`src/rtl/elevator_car_ctrl.sv`:
```
// Four-floor elevator car controller: latches hall/car requests, keeps travelling
// in the current direction while work remains ahead, and times floor and door phases.
module elevator_car_ctrl #(
    parameter int MOVE_CYCLES = 4,
    parameter int DOOR_CYCLES = 3
) (
    input  logic       clk,
    input  logic       reset,
    input  logic [2:0] button_up,
    input  logic [2:0] button_down,
    input  logic [3:0] button_in,
    output logic [1:0] position,
    output logic       open,
    output logic       dir,
    output logic       moving,
    output logic [2:0] pend_up,
    output logic [2:0] pend_down,
    output logic [3:0] pend_in
);
    localparam logic [7:0] MOVE_LD = 8'(MOVE_CYCLES);
    localparam logic [7:0] DOOR_LD = 8'(DOOR_CYCLES);

    typedef enum logic [1:0] {IDLE, MOVE_UP, MOVE_DOWN, DOOR_OPEN} state_t;

    state_t     state_q, state_d;
    logic [1:0] pos_q, pos_d;
    logic       dir_q, dir_d;
    logic [7:0] cnt_q, cnt_d;
    logic [2:0] pu_q, pu_d;
    logic [2:0] pd_q, pd_d;
    logic [3:0] pi_q, pi_d;

    logic [3:0] hall_up_f, hall_dn_f, req_f;
    logic [2:0] clr_up, clr_dn, ign_up, ign_dn;
    logic [3:0] clr_in, ign_in;
    logic       go_door;
    logic [1:0] tgt, nxt_pos;

    // Hall requests re-indexed by floor number (no up call at 3, no down call at 0).
    assign hall_up_f = {1'b0, pu_q};
    assign hall_dn_f = {pd_q, 1'b0};
    assign req_f     = pi_q | hall_up_f | hall_dn_f;

    function automatic logic any_beyond(input logic [3:0] req, input logic [1:0] p,
                                        input logic down);
        any_beyond = 1'b0;
        for (int f = 0; f < 4; f++) begin
            if (req[f] && (down ? (f < int'(p)) : (f > int'(p))))
                any_beyond = 1'b1;
        end
    endfunction

    function automatic logic stop_here(input logic [3:0] car, input logic [3:0] hup,
                                       input logic [3:0] hdn, input logic [1:0] p,
                                       input logic down);
        logic hall_dir;
        logic hall_any;
        hall_dir  = down ? hdn[p] : hup[p];
        hall_any  = hup[p] | hdn[p];
        stop_here = car[p] | hall_dir | (hall_any & ~any_beyond(car | hup | hdn, p, down));
    endfunction

    always_comb begin
        state_d = state_q;
        pos_d   = pos_q;
        dir_d   = dir_q;
        cnt_d   = cnt_q;
        clr_up  = '0;
        clr_dn  = '0;
        clr_in  = '0;
        ign_up  = '0;
        ign_dn  = '0;
        ign_in  = '0;
        go_door = 1'b0;
        tgt     = pos_q;
        nxt_pos = (state_q == MOVE_DOWN) ? pos_q - 2'd1 : pos_q + 2'd1;

        case (state_q)
            IDLE: begin
                if (req_f[pos_q]) begin
                    go_door = 1'b1;
                end else if (any_beyond(req_f, pos_q, dir_q)) begin
                    state_d = dir_q ? MOVE_DOWN : MOVE_UP;
                    cnt_d   = MOVE_LD;
                end else if (any_beyond(req_f, pos_q, ~dir_q)) begin
                    dir_d   = ~dir_q;
                    state_d = dir_q ? MOVE_UP : MOVE_DOWN;
                    cnt_d   = MOVE_LD;
                end
            end
            MOVE_UP, MOVE_DOWN: begin
                if (cnt_q <= 8'd1) begin
                    pos_d = nxt_pos;
                    tgt   = nxt_pos;
                    if (stop_here(pi_q, hall_up_f, hall_dn_f, nxt_pos, dir_q)) begin
                        go_door = 1'b1;
                    end else if (any_beyond(req_f, nxt_pos, dir_q)) begin
                        cnt_d = MOVE_LD;
                    end else begin
                        state_d = IDLE;
                        cnt_d   = '0;
                    end
                end else begin
                    cnt_d = cnt_q - 8'd1;
                end
            end
            DOOR_OPEN: begin
                // The direction already names the hall call served at this stop.
                ign_in[pos_q] = 1'b1;
                if (dir_q && pos_q != 2'd0)
                    ign_dn[pos_q - 2'd1] = 1'b1;
                if (!dir_q && pos_q != 2'd3)
                    ign_up[pos_q] = 1'b1;
                if (cnt_q <= 8'd1) begin
                    state_d = IDLE;
                    cnt_d   = '0;
                end else begin
                    cnt_d = cnt_q - 8'd1;
                end
            end
            default: state_d = IDLE;
        endcase

        if (go_door) begin
            state_d     = DOOR_OPEN;
            cnt_d       = DOOR_LD;
            clr_in[tgt] = 1'b1;
            if (tgt == 2'd0) begin
                clr_up[0] = 1'b1;
                dir_d     = 1'b0;
            end else if (tgt == 2'd3) begin
                clr_dn[2] = 1'b1;
                dir_d     = 1'b1;
            end else if (any_beyond(req_f, tgt, dir_q)) begin
                if (dir_q) clr_dn[tgt - 2'd1] = 1'b1;
                else       clr_up[tgt]        = 1'b1;
            end else begin
                if (dir_q) clr_up[tgt]        = 1'b1;
                else       clr_dn[tgt - 2'd1] = 1'b1;
                dir_d = ~dir_q;
            end
        end

        // A stop that serves a bit wins over a press of that bit on the same edge.
        pi_d = (pi_q | (button_in   & ~ign_in)) & ~clr_in;
        pu_d = (pu_q | (button_up   & ~ign_up)) & ~clr_up;
        pd_d = (pd_q | (button_down & ~ign_dn)) & ~clr_dn;
    end

    always_ff @(posedge clk) begin
        if (reset) begin
            state_q <= IDLE;
            pos_q   <= '0;
            dir_q   <= 1'b0;
            cnt_q   <= '0;
            pu_q    <= '0;
            pd_q    <= '0;
            pi_q    <= '0;
        end else begin
            state_q <= state_d;
            pos_q   <= pos_d;
            dir_q   <= dir_d;
            cnt_q   <= cnt_d;
            pu_q    <= pu_d;
            pd_q    <= pd_d;
            pi_q    <= pi_d;
        end
    end

    assign position  = pos_q;
    assign open      = (state_q == DOOR_OPEN);
    assign moving    = (state_q == MOVE_UP) || (state_q == MOVE_DOWN);
    assign dir       = dir_q;
    assign pend_up   = pu_q;
    assign pend_down = pd_q;
    assign pend_in   = pi_q;
endmodule

```
`config.mk`:
```
export PLATFORM = sky130hd
export DESIGN_NAME = elevator_car_ctrl
export DESIGN_NICKNAME = d
export VERILOG_FILES = /design/src/rtl/elevator_car_ctrl.sv
export SDC_FILE = /design/constraint.sdc
export NUM_CORES = 1
export LEC_CHECK = 0
export CAP_MARGIN = 20
export CORE_MARGIN = 2
export CORE_UTILIZATION = 50
export CTS_CLUSTER_DIAMETER = 150
export CTS_CLUSTER_SIZE = 14
export DETAILED_ROUTE_END_ITERATION = 8
export GPL_ROUTABILITY_DRIVEN = 0
export PLACE_DENSITY = 0.85
export SYNTH_ARGS = -nofsm -noshare
export SYNTH_HDL_FRONTEND = slang
export SYNTH_SLANG_ARGS = --single-unit
```
`constraint.sdc`:
```
create_clock -name clk -period 3.4 [get_ports clk]
set_clock_uncertainty 0.15 [all_clocks]
set_input_delay 0.51 -clock clk [delete_from_list [all_inputs] [get_ports clk]]
set_output_delay 0.51 -clock clk [all_outputs]
set_load 0.01 [all_outputs]
```
# [Yosys cells after proc, flatten, opt, wreduce, memory -nomap -nowiden]
# Cells that the tools add are included.
[word_totals] n_memories=0 ram_bits=0 romBits=0 output_inout_bits=15 latchBits=0 ff_bits=23
[op_classes] n_addsub=4 n_eq_ne=15 mul=0 n_div=0 order_cmp=28 n_bitwise=23 n_mux=117 n_shift=0 n_reduce_logical=32
[op_table] operator="$mux W1" n=67
[op_table] operator="$mux W8" n=6
[op_table] operator="$mux W3" n=15
[op_table] operator="$mux W2" n=16
[op_table] operator="$pmux W8 S3" n=1
[op_table] operator="$logic_and A1 B1 Y1" n=22
[op_table] operator="$ne A3 B3 Y1 const B" n=6
[op_table] operator="$lt A2 B3 Y1 const B" n=5
[op_table] operator="$and A3 B3 Y3" n=4
[op_table] operator="$gt A2 B2 Y1 const A" n=6
[op_table] operator="$lt A1 B2 Y1 const A" n=6
[op_table] operator="$not A3 Y3" n=4
[op_table] operator="$and A4 B4 Y4" n=2
[op_table] operator="$bmux W1 S2" n=4
[op_table] operator="$demux W1 S2" n=4
[op_table] operator="$ge A2 B1 Y1 const B" n=4
[op_table] operator="$le A8 B1 Y1 const B" n=1
[op_table] operator="$mux W4" n=2
[op_table] operator="$ne A4 B4 Y1 const B" n=2
[op_table] operator="$not A4 Y4" n=2
[op_table] operator="$or A4 B4 Y4" n=2
[op_table] operator="$sub A8 B1 Y8 const B" n=1
[op_table] operator="$eq A2 B2 Y1 const B" n=3
[op_table] operator="$gt A1 B2 Y1 const A" n=3
[op_table] operator="20 further kinds" n=31

# [Depth between registers and ports, before layout]
[logic_depth] word_depth=24 depth_mapped=11 depth_no_buf=9

# [Least setup slack after synthesis]
# OpenSTA, ideal clock, no wires.
[synth_timing] path_type="reg2reg" from="register pos_q[1] (netlist: position[1])" to="register state_q[0]" path_buffers=1 path_stages_with_launch=11 setup_ns=0.086 synth_period_minus_slack_ns=3.454 path_slack_ns=-0.054 arrival_time_ns=3.219 cell_sequence="dfxtp_1 -> clkbuf_1 -> inv_1 -> ha_1 -> xor2_1 -> mux4_2 -> or4_1 -> nand4bb_4 -> a221oi_4 -> a211oi_1 -> a211oi_1"
[synth_via] elab_chain_len=19 word_cells_on_any_way=90
[synth_lines] item="from (decl)" line_no="26" rtl="logic [1:0] pos_q, pos_d;"
[synth_lines] item="from (signal assigned)" line_no="161" rtl="pos_q <= pos_d;"
[synth_lines] item="$add A2 B1 Y2 / $sub A2 B1 Y2 (equally long branches)" line_no="76" rtl="nxt_pos = (state_q == MOVE_DOWN) ? pos_q - 2'd1 : pos_q + 2'd1;"
[synth_lines] item="$mux W2" line_no="76"
[synth_lines] item="$lt A1 B2 Y1" line_no="48" rtl="if (req[f] && (down ? (f < int'(p)) : (f > int'(p))))"
[synth_lines] item="$mux W1" line_no="48"
[synth_lines] item="$logic_and A1 B1 Y1" line_no="48"
[synth_lines] item="$mux W1 (4 in series)" line_no="48"
[synth_lines] item="$mux W1" line_no="92" rtl="if (cnt_q <= 8'd1) begin"
[synth_lines] item="$mux W1" line_no="78" rtl="case (state_q)"
[synth_lines] item="$not A1 Y1" line_no="60" rtl="stop_here = car[p] | hall_dir | (hall_any & ~any_beyond(car | hup | hdn, p, down));"
[synth_lines] item="$and A1 B1 Y1" line_no="60"
[synth_lines] item="$or A1 B1 Y1" line_no="60"
[synth_lines] item="$mux W1" line_no="95" rtl="if (stop_here(pi_q, hall_up_f, hall_dn_f, nxt_pos, dir_q)) begin"
[synth_lines] item="$mux W1" line_no="92"
[synth_lines] item="$pmux W1 S2" line_no="78"
[synth_lines] item="$ne A4 B4 Y1 (no line) (tied with other cells)"
[synth_lines] item="$reduce_and A6 Y1 (no line)"
[synth_lines] item="to (signal assigned)" line_no="160" rtl="state_q <= state_d;"
[synth_lines] item="to (decl)" line_no="25" rtl="state_t state_q, state_d;"
# Several ways; a longest one is shown, not always the timed one. The select of a mux whose other input is x is not followed.
# A chain may end at the register's enable or synchronous reset.

# [Worst setup path after layout]
[layout_timing] from="register state_q[0]" to="register cnt_q[2]"
[layout_via] elab_chain_len=18 word_cells_on_any_way=53
[layout_lines] item="$eq A2 B2 Y1" line_no="76, 78"
[layout_lines] item="$mux W2" line_no="76"
[layout_lines] item="$lt A1 B2 Y1" line_no="48"
[layout_lines] item="$mux W1" line_no="48"
[layout_lines] item="$logic_and A1 B1 Y1" line_no="48"
[layout_lines] item="$mux W1 (4 in series)" line_no="48"
[layout_lines] item="$mux W1" line_no="92"
[layout_lines] item="$mux W1" line_no="78"
[layout_lines] item="$not A1 Y1" line_no="60"
[layout_lines] item="$and A1 B1 Y1" line_no="60"
[layout_lines] item="$or A1 B1 Y1" line_no="60"
[layout_lines] item="$mux W1" line_no="95"
[layout_lines] item="$mux W1" line_no="92"
[layout_lines] item="$pmux W1 S2" line_no="78"
[layout_lines] item="$reduce_or A2 Y1 (no line)"
[layout_lines] item="to (signal assigned)" line_no="163" rtl="cnt_q <= cnt_d;"
[layout_lines] item="to (decl)" line_no="28" rtl="logic [7:0] cnt_q, cnt_d;"
# Several ways; a longest one is shown, not always the timed one. The select of a mux whose other input is x is not followed.

==> qor.yml <==
row_count: 22
synth.area.top_cells: "dfxtp_1 (24%), ha_1 (9.8%), a21oi_1 (8.1%)"
clockBufferDepth: 2
via_per_inst: 6.36
cts.sink_count: 23
worstMarginPinSlew_ns: 0.714
place.detailed.hpwl_mm: 3.92
grt-ovfl-total: 0
arrival_ns: 2.91
core-area_um2: 3660
yosys_most_used_dff: "dfxtp_1"
avgSynthCellArea_um2: 7.99
wl_mm: 5.26
crit_required_ns: 3.39
start_util_pct: 52.2
nets: 299
cts_setup_buffers: 0
cts_buffers: 3
fp.dieH_um: 65.8
cts_tree: "built"
cp-end-kind: "flip-flop"
p_leak_nw: 0.857
cp-start-kind: "flip-flop"
syn_to_final_growth_pct: 21.4
ys_types: 53
setup_ws_ns: 0.478
clockRootBuffer: "clkbuf_8"
synth_fp_nets: 266
antenna_found_initial: 0
ys_seq_elements: 23
max-vdd-ir-drop_mv: 0.524
syn_area_um2: 1910
power_density_nw_per_um2: 1060
antennaDiodeCount: 0
grt_pass1_vias: 1837
status: "finished, final reports clean"
first_iter_violations: 141
synth-edff-count: 0
grt_max_degree: 20
place_ws_ns: 0.517
cts_resized: 0
fin_setup_tns_ns: 0
synthCells: 239
max_slew_margin_pct: 52.3
die-area_um2: 4330
hold_path.class: "flip-flop to flip-flop"
synth_top_area_cell: "dfxtp_1"
yosys_warnings: 0
fin_crit_sh_pct: 86.0
synth-async-reset-ratio_pct: 0
htree_levels: 1
finalSetupViolCount: 0
worstSetupPathType: "flip-flop to flip-flop"
ant_nets: 0
postCtsHoldBufs: 0
dr.pass1.iters: 4
slew_viol_final: 0
num_io_pins: 27
clk_latency_ns: 0.27
synth_common_cells: "a21oi_1 (31), dfxtp_1 (23), nand2_1 (20), nor2_1 (20), ha_1 (15)"
drc: 0
yosysTopAreaCellShare_pct: 24.1
grt_pass1_wl_mm: 8.89
die_width_um: 65.8
fmax_mhz: 342
port_buffers: 26
finalCriticalPeriod_ns: 2.92
path_clk_slew_ns: 0.08
hold_violations: 0
cap_violations: 0
yosysSeqAreaShare_pct: 24.1
synth_most_common_cell: "a21oi_1"
rsz0062_at_grt: "false"
track_usage_pct: 26.4
via_count: 2030
drive_gt1_share_pct: 10.3
post_drt_wl_per_cell_um: 16.5
cp_max_fo: 9
==> per-layer routing <==
layer  wire length, um  share of wire (%)  GRT usage (%)
met3               414                7.9           3.41
met4                68                1.3           9.64
met2              2490                 47           43.3
met5                 0                  0              0
met1              2300                 44           35.2
==> path summary, 6_finish.rpt <==
check / from / endpoint / slack, ns / cells past startpoint
worst min register to register: cnt_q[7] / cnt_q[7] / 0.34 / 2
worst max register to register: state_q[0] / cnt_q[2] / 0.48 / 9
worst min-delay path: cnt_q[7] / cnt_q[7] / 0.34 / 2
worst max-delay path: state_q[0] / cnt_q[2] / 0.48 / 9
==> final cells by class <==
class	instances	area, um2
clock buffers	4	45.0
fillers	324	1340
inverters	13	48.8
multi-input cells	196	1380
flip-flops and latches	23	460
well taps	48	60.1
repair buffers	35	328
==> cells by family (layout without fill, tap and decap cells) <==
family	Yosys count	after routing	synth area share (%)
AO/OA/AOI/OAI	90	90	32.8
XOR/XNOR	4	4	1.84
adder cells (fa/ha/maj)	15	15	9.83
buffers and inverters	20	52	4.26
flip-flops	23	23	24.1
multiplexers	4	4	3.47
AND/OR/NAND/NOR	83	83	23.7
==> metrics by stage <==
step	area (um2)	hold slack [ns]	std cells	util [%]	power, W
final	2320	0.338	319	63.3	0.00246
after detailed placement	2270	0.327	315	62.1	0.00224
after global placement	2270	0.323	315	62.1	0.00220
after global routing	2320	0.378	319	63.3	0.00264
after CTS	2320	0.340	319	63.3	0.00243
after floorplan	1920	0.309	239	-	0.00173
==> worst max-delay path, stage by stage, from the launching register on <==
cell      delay [ns]
dfxtp_1         0.38
inv_1           0.10
ha_1            0.27
xnor2_1         0.42
o21ai_0         0.20
a22oi_1         0.24
a21oi_1         0.15
a211oi_4        0.51
or2_1           0.29
a211oi_1        0.07
==> where the power goes <==
| part | switching, W | total (W) | internal [W] |
|---|---|---|---|
| sequential | 0.000107 | 0.000453 | 0.000346 |
| combinational | 0.00107 | 0.00183 | 0.000758 |
| clock | 0.0000943 | 0.000178 | 0.0000840 |
| total | 0.00127 | 0.00246 | 0.00119 |
==> cells in the final DEF (no fill, tap or decap), types with 2 or more instances in the layout <==
cell              n
nand2b_1          6
mux4_2            2
xnor2_1           3
a211oi_1         11
buf_4             9
nor3_1            7
and3_1            3
clkdlybuf4s50_1  26
o21bai_1          3
nor2_1           20
ha_1             15
nand3_1           5
o31ai_1           4
o2111ai_1         3
a311oi_1          4
a221oi_1          3
dfxtp_1          23
inv_1            12
o21ai_1           5
a21oi_1          31
or2_2             3
o21ai_0          11
a41o_1            2
or3_1             4
or2_1             6
clkbuf_8          3
nand2_1          20
==> flip-flops by register name, summed over array words and instances, names as in the netlist <==
register,flops
cnt_q,8
pend_in,4
pend_down,3
pend_up,3
position,2
state_q,2
dir,1
No activity file was read; power rests on OpenSTA's default activity.
